**config.mk**
```make
export PLATFORM = sky130hd
export DESIGN_NAME = rr_stream_mux_flat
export DESIGN_NICKNAME = d
export VERILOG_FILES = /design/src/rtl/rr_stream_mux_if.sv /design/src/rtl/rr_stream_mux.sv /design/src/flat_wrapper.sv
export SDC_FILE = /design/constraint.sdc
export NUM_CORES = 1
export LEC_CHECK = 0
export ABC_AREA = 1
export CAP_MARGIN = 15
export CORE_AREA = 2 2 436 438
export DETAILED_ROUTE_END_ITERATION = 8
export DIE_AREA = 0 0 438 440
export PLACE_DENSITY = 0.3
export SLEW_MARGIN = 20
export SYNTH_ARGS = -nofsm -noshare
export SYNTH_HDL_FRONTEND = slang
export SYNTH_SLANG_ARGS = --single-unit
export TNS_END_PERCENT = 30
```
**constraint.sdc**
```tcl
create_clock -name clock -period 4.5 [get_ports clock]
set_input_delay 0.675 -clock clock [delete_from_list [all_inputs] [get_ports clock]]
set_output_delay 0.675 -clock clock [all_outputs]
set_load 0.01 [all_outputs]
```
**src/rtl/rr_stream_mux_if.sv**
```systemverilog
// rr_stream_mux_if: N:1 stream mux handshake bundle.
//   slave  - mux view (consumes input streams, produces the merged stream)
//   master - environment view (producers plus consumer)
interface rr_stream_mux_if #(
    parameter int WIDTH  = 32,
    parameter int NUM_IN = 32,
    parameter int SEL_W  = (NUM_IN > 1) ? $clog2(NUM_IN) : 1
);
    logic [NUM_IN*WIDTH-1:0] in_data;
    logic [NUM_IN-1:0]       in_valid;
    logic [NUM_IN-1:0]       in_ready;
    logic [WIDTH-1:0]        out_data;
    logic [SEL_W-1:0]        out_sel;
    logic                    out_valid;
    logic                    out_ready;

    modport slave (
        input  in_data, in_valid, out_ready,
        output in_ready, out_data, out_sel, out_valid
    );

    modport master (
        output in_data, in_valid, out_ready,
        input  in_ready, out_data, out_sel, out_valid
    );
endinterface

```
**src/rtl/rr_stream_mux.sv**
```systemverilog
// rr_stream_mux: N:1 valid/ready stream mux with internal arbiter and a
// registered output stage (1-cycle latency, full throughput).
// Config macro: RR_STREAM_MUX_FIXED_PRIO_EN -- when defined, the arbiter is
// fixed priority (lowest index wins) and the round-robin pointer is dropped.
module rr_stream_mux #(
    parameter int WIDTH  = 32,
    parameter int NUM_IN = 32,
    parameter int SEL_W  = (NUM_IN > 1) ? $clog2(NUM_IN) : 1
) (
    input logic           clock,
    input logic           reset_n,
    rr_stream_mux_if.slave bus
);
    logic                         ld;
    logic                         any_v;
    logic [SEL_W-1:0]             g;
    logic [NUM_IN-1:0][WIDTH-1:0] words;

    // Output register can take a new word when empty or draining this cycle
    assign ld    = !bus.out_valid || bus.out_ready;
    assign any_v = |bus.in_valid;

    for (genvar k = 0; k < NUM_IN; k++) begin : g_lane
        assign words[k] = bus.in_data[k*WIDTH +: WIDTH];
    end

`ifdef RR_STREAM_MUX_FIXED_PRIO_EN
    // Fixed priority: descending scan so the lowest valid index wins
    always_comb begin
        g = '0;
        for (int k = NUM_IN - 1; k >= 0; k--) begin
            if (bus.in_valid[SEL_W'(k)]) g = SEL_W'(k);
        end
    end
`else
    logic [SEL_W-1:0] ptr;
    logic [SEL_W-1:0] g_hi, g_lo;
    logic             hit_hi;

    // Round-robin: lowest valid index above ptr, else wrap to lowest index <= ptr
    always_comb begin
        g_hi   = '0;
        g_lo   = '0;
        hit_hi = 1'b0;
        for (int k = NUM_IN - 1; k >= 0; k--) begin
            if (bus.in_valid[SEL_W'(k)]) begin
                if (SEL_W'(k) > ptr) begin
                    g_hi   = SEL_W'(k);
                    hit_hi = 1'b1;
                end else begin
                    g_lo = SEL_W'(k);
                end
            end
        end
        g = hit_hi ? g_hi : g_lo;
    end

    // Pointer follows the last grant; reset leaves channel 0 first in line
    always_ff @(posedge clock or negedge reset_n) begin
        if (!reset_n)
            ptr <= SEL_W'(NUM_IN - 1);
        else if (ld && any_v)
            ptr <= g;
    end
`endif

    // One-hot accept to the winner; held off while in reset so nothing is lost
    always_comb begin
        bus.in_ready = '0;
        if (ld && any_v && reset_n) bus.in_ready[g] = 1'b1;
    end

    // Output stage: load the winner, go empty on an idle load, hold on stall
    always_ff @(posedge clock or negedge reset_n) begin
        if (!reset_n) begin
            bus.out_valid <= 1'b0;
            bus.out_data  <= '0;
            bus.out_sel   <= '0;
        end else if (ld) begin
            if (any_v) begin
                bus.out_valid <= 1'b1;
                bus.out_data  <= words[g];
                bus.out_sel   <= g;
            end else begin
                bus.out_valid <= 1'b0;
            end
        end
    end
endmodule

```
**src/flat_wrapper.sv**
```systemverilog
// flat-port wrapper written by rule: the top's interface ports become plain ports
module rr_stream_mux_flat 
#(
    parameter int WIDTH  = 32,
    parameter int NUM_IN = 32,
    parameter int SEL_W  = (NUM_IN > 1) ? $clog2(NUM_IN) : 1
)
  (clock, reset_n, bus_in_data, bus_in_valid, bus_out_ready, bus_in_ready, bus_out_data, bus_out_sel, bus_out_valid);
  rr_stream_mux_if #(.WIDTH(WIDTH), .NUM_IN(NUM_IN), .SEL_W(SEL_W)) bus_i ();
  input logic clock;
  input logic reset_n;
  input wire logic [$bits(bus_i.in_data)-1:0] bus_in_data;
  input wire logic [$bits(bus_i.in_valid)-1:0] bus_in_valid;
  input wire logic [$bits(bus_i.out_ready)-1:0] bus_out_ready;
  output wire logic [$bits(bus_i.in_ready)-1:0] bus_in_ready;
  output wire logic [$bits(bus_i.out_data)-1:0] bus_out_data;
  output wire logic [$bits(bus_i.out_sel)-1:0] bus_out_sel;
  output wire logic [$bits(bus_i.out_valid)-1:0] bus_out_valid;
  assign bus_i.in_data = bus_in_data;
  assign bus_i.in_valid = bus_in_valid;
  assign bus_i.out_ready = bus_out_ready;
  assign bus_in_ready = bus_i.in_ready;
  assign bus_out_data = bus_i.out_data;
  assign bus_out_sel = bus_i.out_sel;
  assign bus_out_valid = bus_i.out_valid;
  rr_stream_mux #(.WIDTH(WIDTH), .NUM_IN(NUM_IN), .SEL_W(SEL_W)) u_core (.clock(clock), .reset_n(reset_n), .bus(bus_i));
endmodule
```
# Word level (Yosys, flattened, before mapping)
# Cells that the tools add are included.
dict set report word_totals {
  regBits 43
  inputBits 1059
  wordCells 132
}
dict set report classes {
  n_lt_le_gt_ge 18
  muxes 103
  reduce_logical 7
}
# op count
set op_table {}
lappend op_table {{5-bit two-way mux} 65}
lappend op_table {{32-bit binary-select mux with 5-bit select} 1}
lappend op_table {{32-bit two-way mux} 2}
lappend op_table {{4-bit by 5-bit greater-than comparator with 1-bit output, first input constant} 8}
lappend op_table {{1-bit two-way mux} 34}
lappend op_table {{32-bit OR reduction} 1}
lappend op_table {{3-bit by 5-bit greater-than comparator with 1-bit output, first input constant} 4}
lappend op_table {{1-bit by 5-bit greater-than comparator with 1-bit output, first input constant} 2}
lappend op_table {{2-bit by 5-bit greater-than comparator with 1-bit output, first input constant} 2}
lappend op_table {{5-bit by 6-bit < comparator with 1-bit output, second input constant} 1}
lappend op_table {{1-bit demux with 5-bit select} 1}
lappend op_table {{5-bit by 1-bit >= comparator with 1-bit output, second input constant} 1}
lappend op_table {{1-bit logical AND} 3}
lappend op_table {{2-bit AND reduction} 1}
lappend op_table {{1-bit zero test} 1}
lappend op_table {{1-bit logical OR} 1}

# Logic depth before layout (Yosys ltp)
dict set report logic_depth {
  depth_word 39
  mapped_depth 27
  depth_no_buf 24
}

# Worst setup path after synthesis
# No wires, ideal clock.
dict set report synth_path {
  kind {reg2out}
  startpoint {register u_core.ptr[0]}
  endpoint {output port bus_in_ready[12]}
  arrival_ns 2.362
  required_ns 3.825
  setup_slack_ns 1.463
  stages_incl_launch_ff 13
  path_buffers 2
  path_cell_list {dfstp_2 -> buf_2 -> inv_1 -> o311ai_1 -> nand2_1 -> nor2_1 -> inv_2 -> nor2_1 -> inv_1 -> nor2_1 -> clkbuf_1 -> nand2_1 -> nor2_1}
}
dict set report synth_between {
  elab_chain_cells 37
  elab_cells_between_ends 112
  classes_between {order compare (17); mux (94); reduce/logical (1)}
}
# element line_no
set synth_lines {}
lappend synth_lines {{start: declaration} rr_stream_mux.sv:36} ;# logic [SEL_W-1:0] ptr;
lappend synth_lines {{start signal: assignment} rr_stream_mux.sv:61} ;# ptr <= SEL_W'(NUM_IN - 1);
lappend synth_lines {{start signal: assignment} rr_stream_mux.sv:63} ;# ptr <= g;
lappend synth_lines {{4-bit by 5-bit greater-than comparator with 1-bit output} rr_stream_mux.sv:47} ;# if (SEL_W'(k) > ptr) begin
lappend synth_lines {{5-bit two-way mux or 1-bit two-way mux (tied branches)} rr_stream_mux.sv:47}
lappend synth_lines {{5-bit two-way mux or 1-bit two-way mux (tied branches)} rr_stream_mux.sv:46} ;# if (bus.in_valid[SEL_W'(k)]) begin
lappend synth_lines {{5-bit two-way mux or 1-bit two-way mux (tied branches)} rr_stream_mux.sv:47}
lappend synth_lines {{5-bit two-way mux or 1-bit two-way mux (tied branches)} rr_stream_mux.sv:46}
lappend synth_lines {{5-bit two-way mux or 1-bit two-way mux (tied branches)} rr_stream_mux.sv:47}
lappend synth_lines {{5-bit two-way mux or 1-bit two-way mux (tied branches)} rr_stream_mux.sv:46}
lappend synth_lines {{5-bit two-way mux or 1-bit two-way mux (tied branches)} rr_stream_mux.sv:47}
lappend synth_lines {{[21 not listed]} -}
lappend synth_lines {{5-bit two-way mux or 1-bit two-way mux (tied branches)} rr_stream_mux.sv:47}
lappend synth_lines {{5-bit two-way mux or 1-bit two-way mux (tied branches)} rr_stream_mux.sv:46}
lappend synth_lines {{5-bit two-way mux *} rr_stream_mux.sv:55} ;# g = hit_hi ? g_hi : g_lo;
lappend synth_lines {{5-bit by 6-bit < comparator with 1-bit output (implied by the code) or 5-bit by 1-bit >= comparator with 1-bit output (tied branches)} rr_stream_mux.sv:70} ;# if (ld && any_v && reset_n) bus.in_ready[g] = 1'b1;
lappend synth_lines {{1-bit logical AND (implied by the code)} rr_stream_mux.sv:70}
lappend synth_lines {{1-bit two-way mux (implied by the code)} rr_stream_mux.sv:70}
lappend synth_lines {{1-bit demux with 5-bit select *} -}
lappend synth_lines {{32-bit two-way mux *} rr_stream_mux.sv:70}
lappend synth_lines {{end: declaration} flat_wrapper.sv:15} ;# output wire logic [$bits(bus_i.in_ready)-1:0] bus_in_ready;
# Every way passes the cells marked *; elsewhere a longest branch is shown, timed or not.

# Final worst setup path
dict set report layout_path {
  startpoint {input port bus_in_valid[13]}
  endpoint {output port bus_in_ready[1]}
}
dict set report layout_between {
  elab_chain_cells 33
  elab_cells_between_ends 91
  classes_between {order compare (2); mux (85); reduce/logical (4)}
}
# element line_no
set layout_lines {}
lappend layout_lines {{start: declaration} flat_wrapper.sv:13} ;# input wire logic [$bits(bus_i.in_valid)-1:0] bus_in_valid;
lappend layout_lines {{5-bit two-way mux or 1-bit two-way mux (tied branches)} rr_stream_mux.sv:46}
lappend layout_lines {{5-bit two-way mux or 1-bit two-way mux (tied branches)} rr_stream_mux.sv:47}
lappend layout_lines {{5-bit two-way mux or 1-bit two-way mux (tied branches)} rr_stream_mux.sv:46}
lappend layout_lines {{5-bit two-way mux or 1-bit two-way mux (tied branches)} rr_stream_mux.sv:47}
lappend layout_lines {{5-bit two-way mux or 1-bit two-way mux (tied branches)} rr_stream_mux.sv:46}
lappend layout_lines {{5-bit two-way mux or 1-bit two-way mux (tied branches)} rr_stream_mux.sv:47}
lappend layout_lines {{5-bit two-way mux or 1-bit two-way mux (tied branches)} rr_stream_mux.sv:46}
lappend layout_lines {{5-bit two-way mux or 1-bit two-way mux (tied branches)} rr_stream_mux.sv:47}
lappend layout_lines {{[17 not listed]} -}
lappend layout_lines {{5-bit two-way mux or 1-bit two-way mux (tied branches)} rr_stream_mux.sv:47}
lappend layout_lines {{5-bit two-way mux or 1-bit two-way mux (tied branches)} rr_stream_mux.sv:46}
lappend layout_lines {{5-bit two-way mux} rr_stream_mux.sv:55}
lappend layout_lines {{5-bit by 6-bit < comparator with 1-bit output (implied by the code) or 5-bit by 1-bit >= comparator with 1-bit output (tied branches)} rr_stream_mux.sv:70}
lappend layout_lines {{1-bit logical AND (implied by the code)} rr_stream_mux.sv:70}
lappend layout_lines {{1-bit two-way mux (implied by the code)} rr_stream_mux.sv:70}
lappend layout_lines {{1-bit demux with 5-bit select} -}
lappend layout_lines {{32-bit two-way mux *} rr_stream_mux.sv:70}
# Marks and branches as above.

==> impl_metrics.py <==
metrics = {
    "floorplan": {
        "top_level_ports": 1129,
        "row_count": 160,
        "die_x_um": 438,
        "die_area_mm2": 0.193,
        "start_util_pct": 4.12,
        "core-area_mm2": 0.189,
        "die_h_um": 440,
    },
    "worst_setup_path": {
        "crit_chain": "clkdlybuf4s50_1, nand2_1, nand3_1, nand2_1, nand2_1, nand2_1, nand2_1, nand2_1, nand2_1, nand2_1, nand2_1, nand2_1, nand2_4, buf_12, a21oi_1, nor2_4, inv_1, nor2_1, clkdlybuf4s50_1",
        "critPathLaunchType": "primary input",
        "r2r_setup_slack_ps": 690,
        "path_common_cell": "nand2_1",
        "setup.worst_path.end_class": "output port",
        "cpPeakStageDelay_ps": 560,
        "arrival_ps": 3300,
        "r2r-end": "u_core.bus.out_data[20]",
        "slowest_stage": "clkdlybuf4s50_1",
        "cp.required_ps": 3830,
        "worstRegToRegCells": 14,
        "critPathKind": "primary input to output port",
        "path_max_fanout": 32,
        "r2r_start": "u_core.ptr[0]",
    },
    "power_and_ir_drop": {
        "power_mw": 13.9,
        "seq_power_share_pct": 5.1,
        "p_int_mw": 4.46,
        "power_density_mw_per_mm2": 807,
        "switchingPower_mw": 9.46,
        "comb_power_share_pct": 91.4,
        "power_frac_clock_pct": 3.5,
        "leakagePower_nw": 6.51,
        "switching_share_pct": 68.0,
        "ir_drop_mv": 0.388,
    },
    "sta": {
        "finalHoldViolations": 0,
        "fmax_mhz": 251,
        "worst_pin_slew_ps": 775,
        "clock-skew-final_ps": 9.60,
        "worst_slack_ps": 521,
        "setup_viol": 0,
        "slew_violations": 0,
        "timing.final.crit_share_pct": 88.4,
        "rsz0062_at_grt": "no",
        "timing.hold.ws_ps": 480,
        "worst_slew_margin_rel_pct": 48.3,
        "fin_setup_tns_ps": 0,
        "finalCriticalPeriod_ps": 3980,
    },
    "synth": {
        "async_flop_share_pct": 100,
        "syn-cell-area_mm2": 0.00777,
        "synth_top_area_cell": "nand3_1",
        "synth_flop_cell": "dfrtp_1",
        "seq_area_frac_synth_pct": 13.6,
        "synth_seq_cells": 42,
        "ys_types": 30,
        "syn_inst": 1502,
        "synth_edf_count": 0,
        "ys_top_cells_by_count": "nand2_1 (438), nand3_1 (359), nand4_1 (196), nor2_1 (122), inv_1 (114)",
        "synth.most_common_cell": "nand2_1",
        "yosys.area.top_type_share_pct": 23.1,
        "synth.area.top_cells": "nand3_1 (23%), nand2_1 (21%), nand4_1 (16%)",
        "ys_warn_count": 0,
        "avgSynthCellArea_um2": 5.18,
    },
    "cells_and_area": {
        "area_delta_synth_final_pct": 122,
        "instances_no_fill": 4558,
        "utilization_pct": 9.15,
        "drive_gt1_share_pct": 5.30,
        "final_nets": 3097,
        "stdcell_area_mm2": 0.0173,
    },
    "clock_tree": {
        "h-tree-depth": 2,
        "postCtsSetupRepairBufs": 0,
        "postCtsResizedCells": 0,
        "path_clk_slew_ps": 70,
        "clk_latency_ps": 290,
        "ctsHoldBuffers": 0,
        "cts_buffers": 5,
        "cts_root_buf": "clkbuf_16",
        "cts.sinks": 42,
        "cts_buffer_depth": 2,
        "cts_tree": "yes",
    },
    "place": {
        "placed_cells": 4542,
        "dp_hpwl_mm": 90.5,
        "pre_cts_ws_ps": 356,
        "portBuffers": 598,
        "gp_congestion": 0.829,
        "post_dp_cell_area_mm2": 0.0170,
    },
    "route": {
        "ant_nets": 0,
        "vias": 12700,
        "drt-pass1-iter-count": 5,
        "vias_per_cell": 2.80,
        "wire_per_inst_um": 22.7,
        "drc": 0,
        "drt_iter0_drc": 762,
        "wirelength_mm": 103,
    },
    "grt": {
        "track_usage_pct": 10.3,
        "overflow": 0,
        "grt_pass1_wl_mm": 130,
        "antenna_found_initial": 45,
        "grt_pass1_vias": 12700,
        "grt_max_degree": 82,
    },
    "job": {
        "drv_cap": 0,
    },
    "hold_path": {
        "min_path_cells": 2,
        "hp-start": "u_core.bus.out_sel[2]",
        "whs_endpoint": "u_core.bus.out_sel[2]",
        "worstHoldPathType": "flop to flop",
    },
    "outcome": {
        "status": "completed",
    },
}
[cell type report]
class                   instances  area (um2)
flip-flops and latches         42        1060
well taps                    2511        3140
clock inverters                 3        68.8
inverters                     121         462
multi-input cells            1196        5660
diodes                          8        20.0
fillers                     22400      171000
clock buffers                   5         125
repair buffers                672        6720
[layer usage]
layer	track usage [%]	up-vias	wire length (um)
met4	1.24	12	1510
met3	0.735	91	2350
met2	22.9	312	64500
li1	-	6145	-
met5	0	-	73
met1	10.1	6187	35000
[sequential cells by signal (all words and copies together) (netlist names)]
name	flops
u_core.bus.out_data	32
u_core.bus.out_sel	4
u_core.bus.out_valid	1
u_core.ptr	5
[power groups by stage]
stage / sequential (mW) / clock [mW] / combinational [mW]
after floorplan: 0.769 / 0 / 5.67
after global placement: 0.714 / 0 / 13.6
after detailed placement: 0.718 / 0 / 13.5
after CTS: 0.710 / 0.501 / 13.6
after global routing: 0.736 / 0.517 / 14.0
final: 0.711 / 0.488 / 12.7
[kinds of logic (layout without fill, tap and decap cells)]
family | after synthesis | in the layout | share of synthesized area, %
other cells | 1 | 26 | 0.0482
buf+inv | 281 | 801 | 15.4
flops | 42 | 42 | 13.6
compound gates | 38 | 38 | 2.82
simple gates | 1140 | 1140 | 68.1
[worst max path at each step]
stage / from / endpoint / slack, ps / depth (start not counted)
6_report: bus_in_valid[13] / bus_in_ready[1] / 520 / 19
2_1_floorplan: u_core.ptr[0] / bus_in_ready[12] / 1460 / 12
4_1_cts: bus_in_valid[13] / bus_in_ready[1] / 480 / 19
3_5_place_dp: bus_in_valid[13] / u_core.bus.out_data[20] / 360 / 23
3_3_place_gp: bus_in_valid[13] / u_core.bus.out_data[20] / 360 / 23
5_1_grt: u_core.ptr[2] / bus_in_ready[6] / 210 / 20
[placed cells by master, fill, tap and decap left out, types with 2 or more instances in the layout]
cell             instances
o21ai_1                  2
dfstp_2                  5
conb_1                  18
nand2_4                  2
bufinv_16                2
clkinv_2                 2
inv_1                  114
a21oi_1                 24
nand4_1                196
clkbuf_16                5
dfrtp_1                 37
diode_2                  8
a31oi_1                  3
nor2_2                   2
buf_12                  15
inv_2                    4
nor4_1                   8
nor2_1                 118
nor2_4                   5
nand3_1                358
nand3b_1                 9
buf_4                   59
nand2_1                437
clkdlybuf4s50_1        597
o21ai_0                  3
[worst max-delay path: cells and delay by family]
| family | cells | cell delay (ps) |
|---|---|---|
| AND/OR/NAND/NOR | 14 | 1050 |
| AO/OA/AOI/OAI | 1 | 150 |
| buffers and inverters | 4 | 1420 |
No activity file was read; power rests on OpenSTA's default activity.
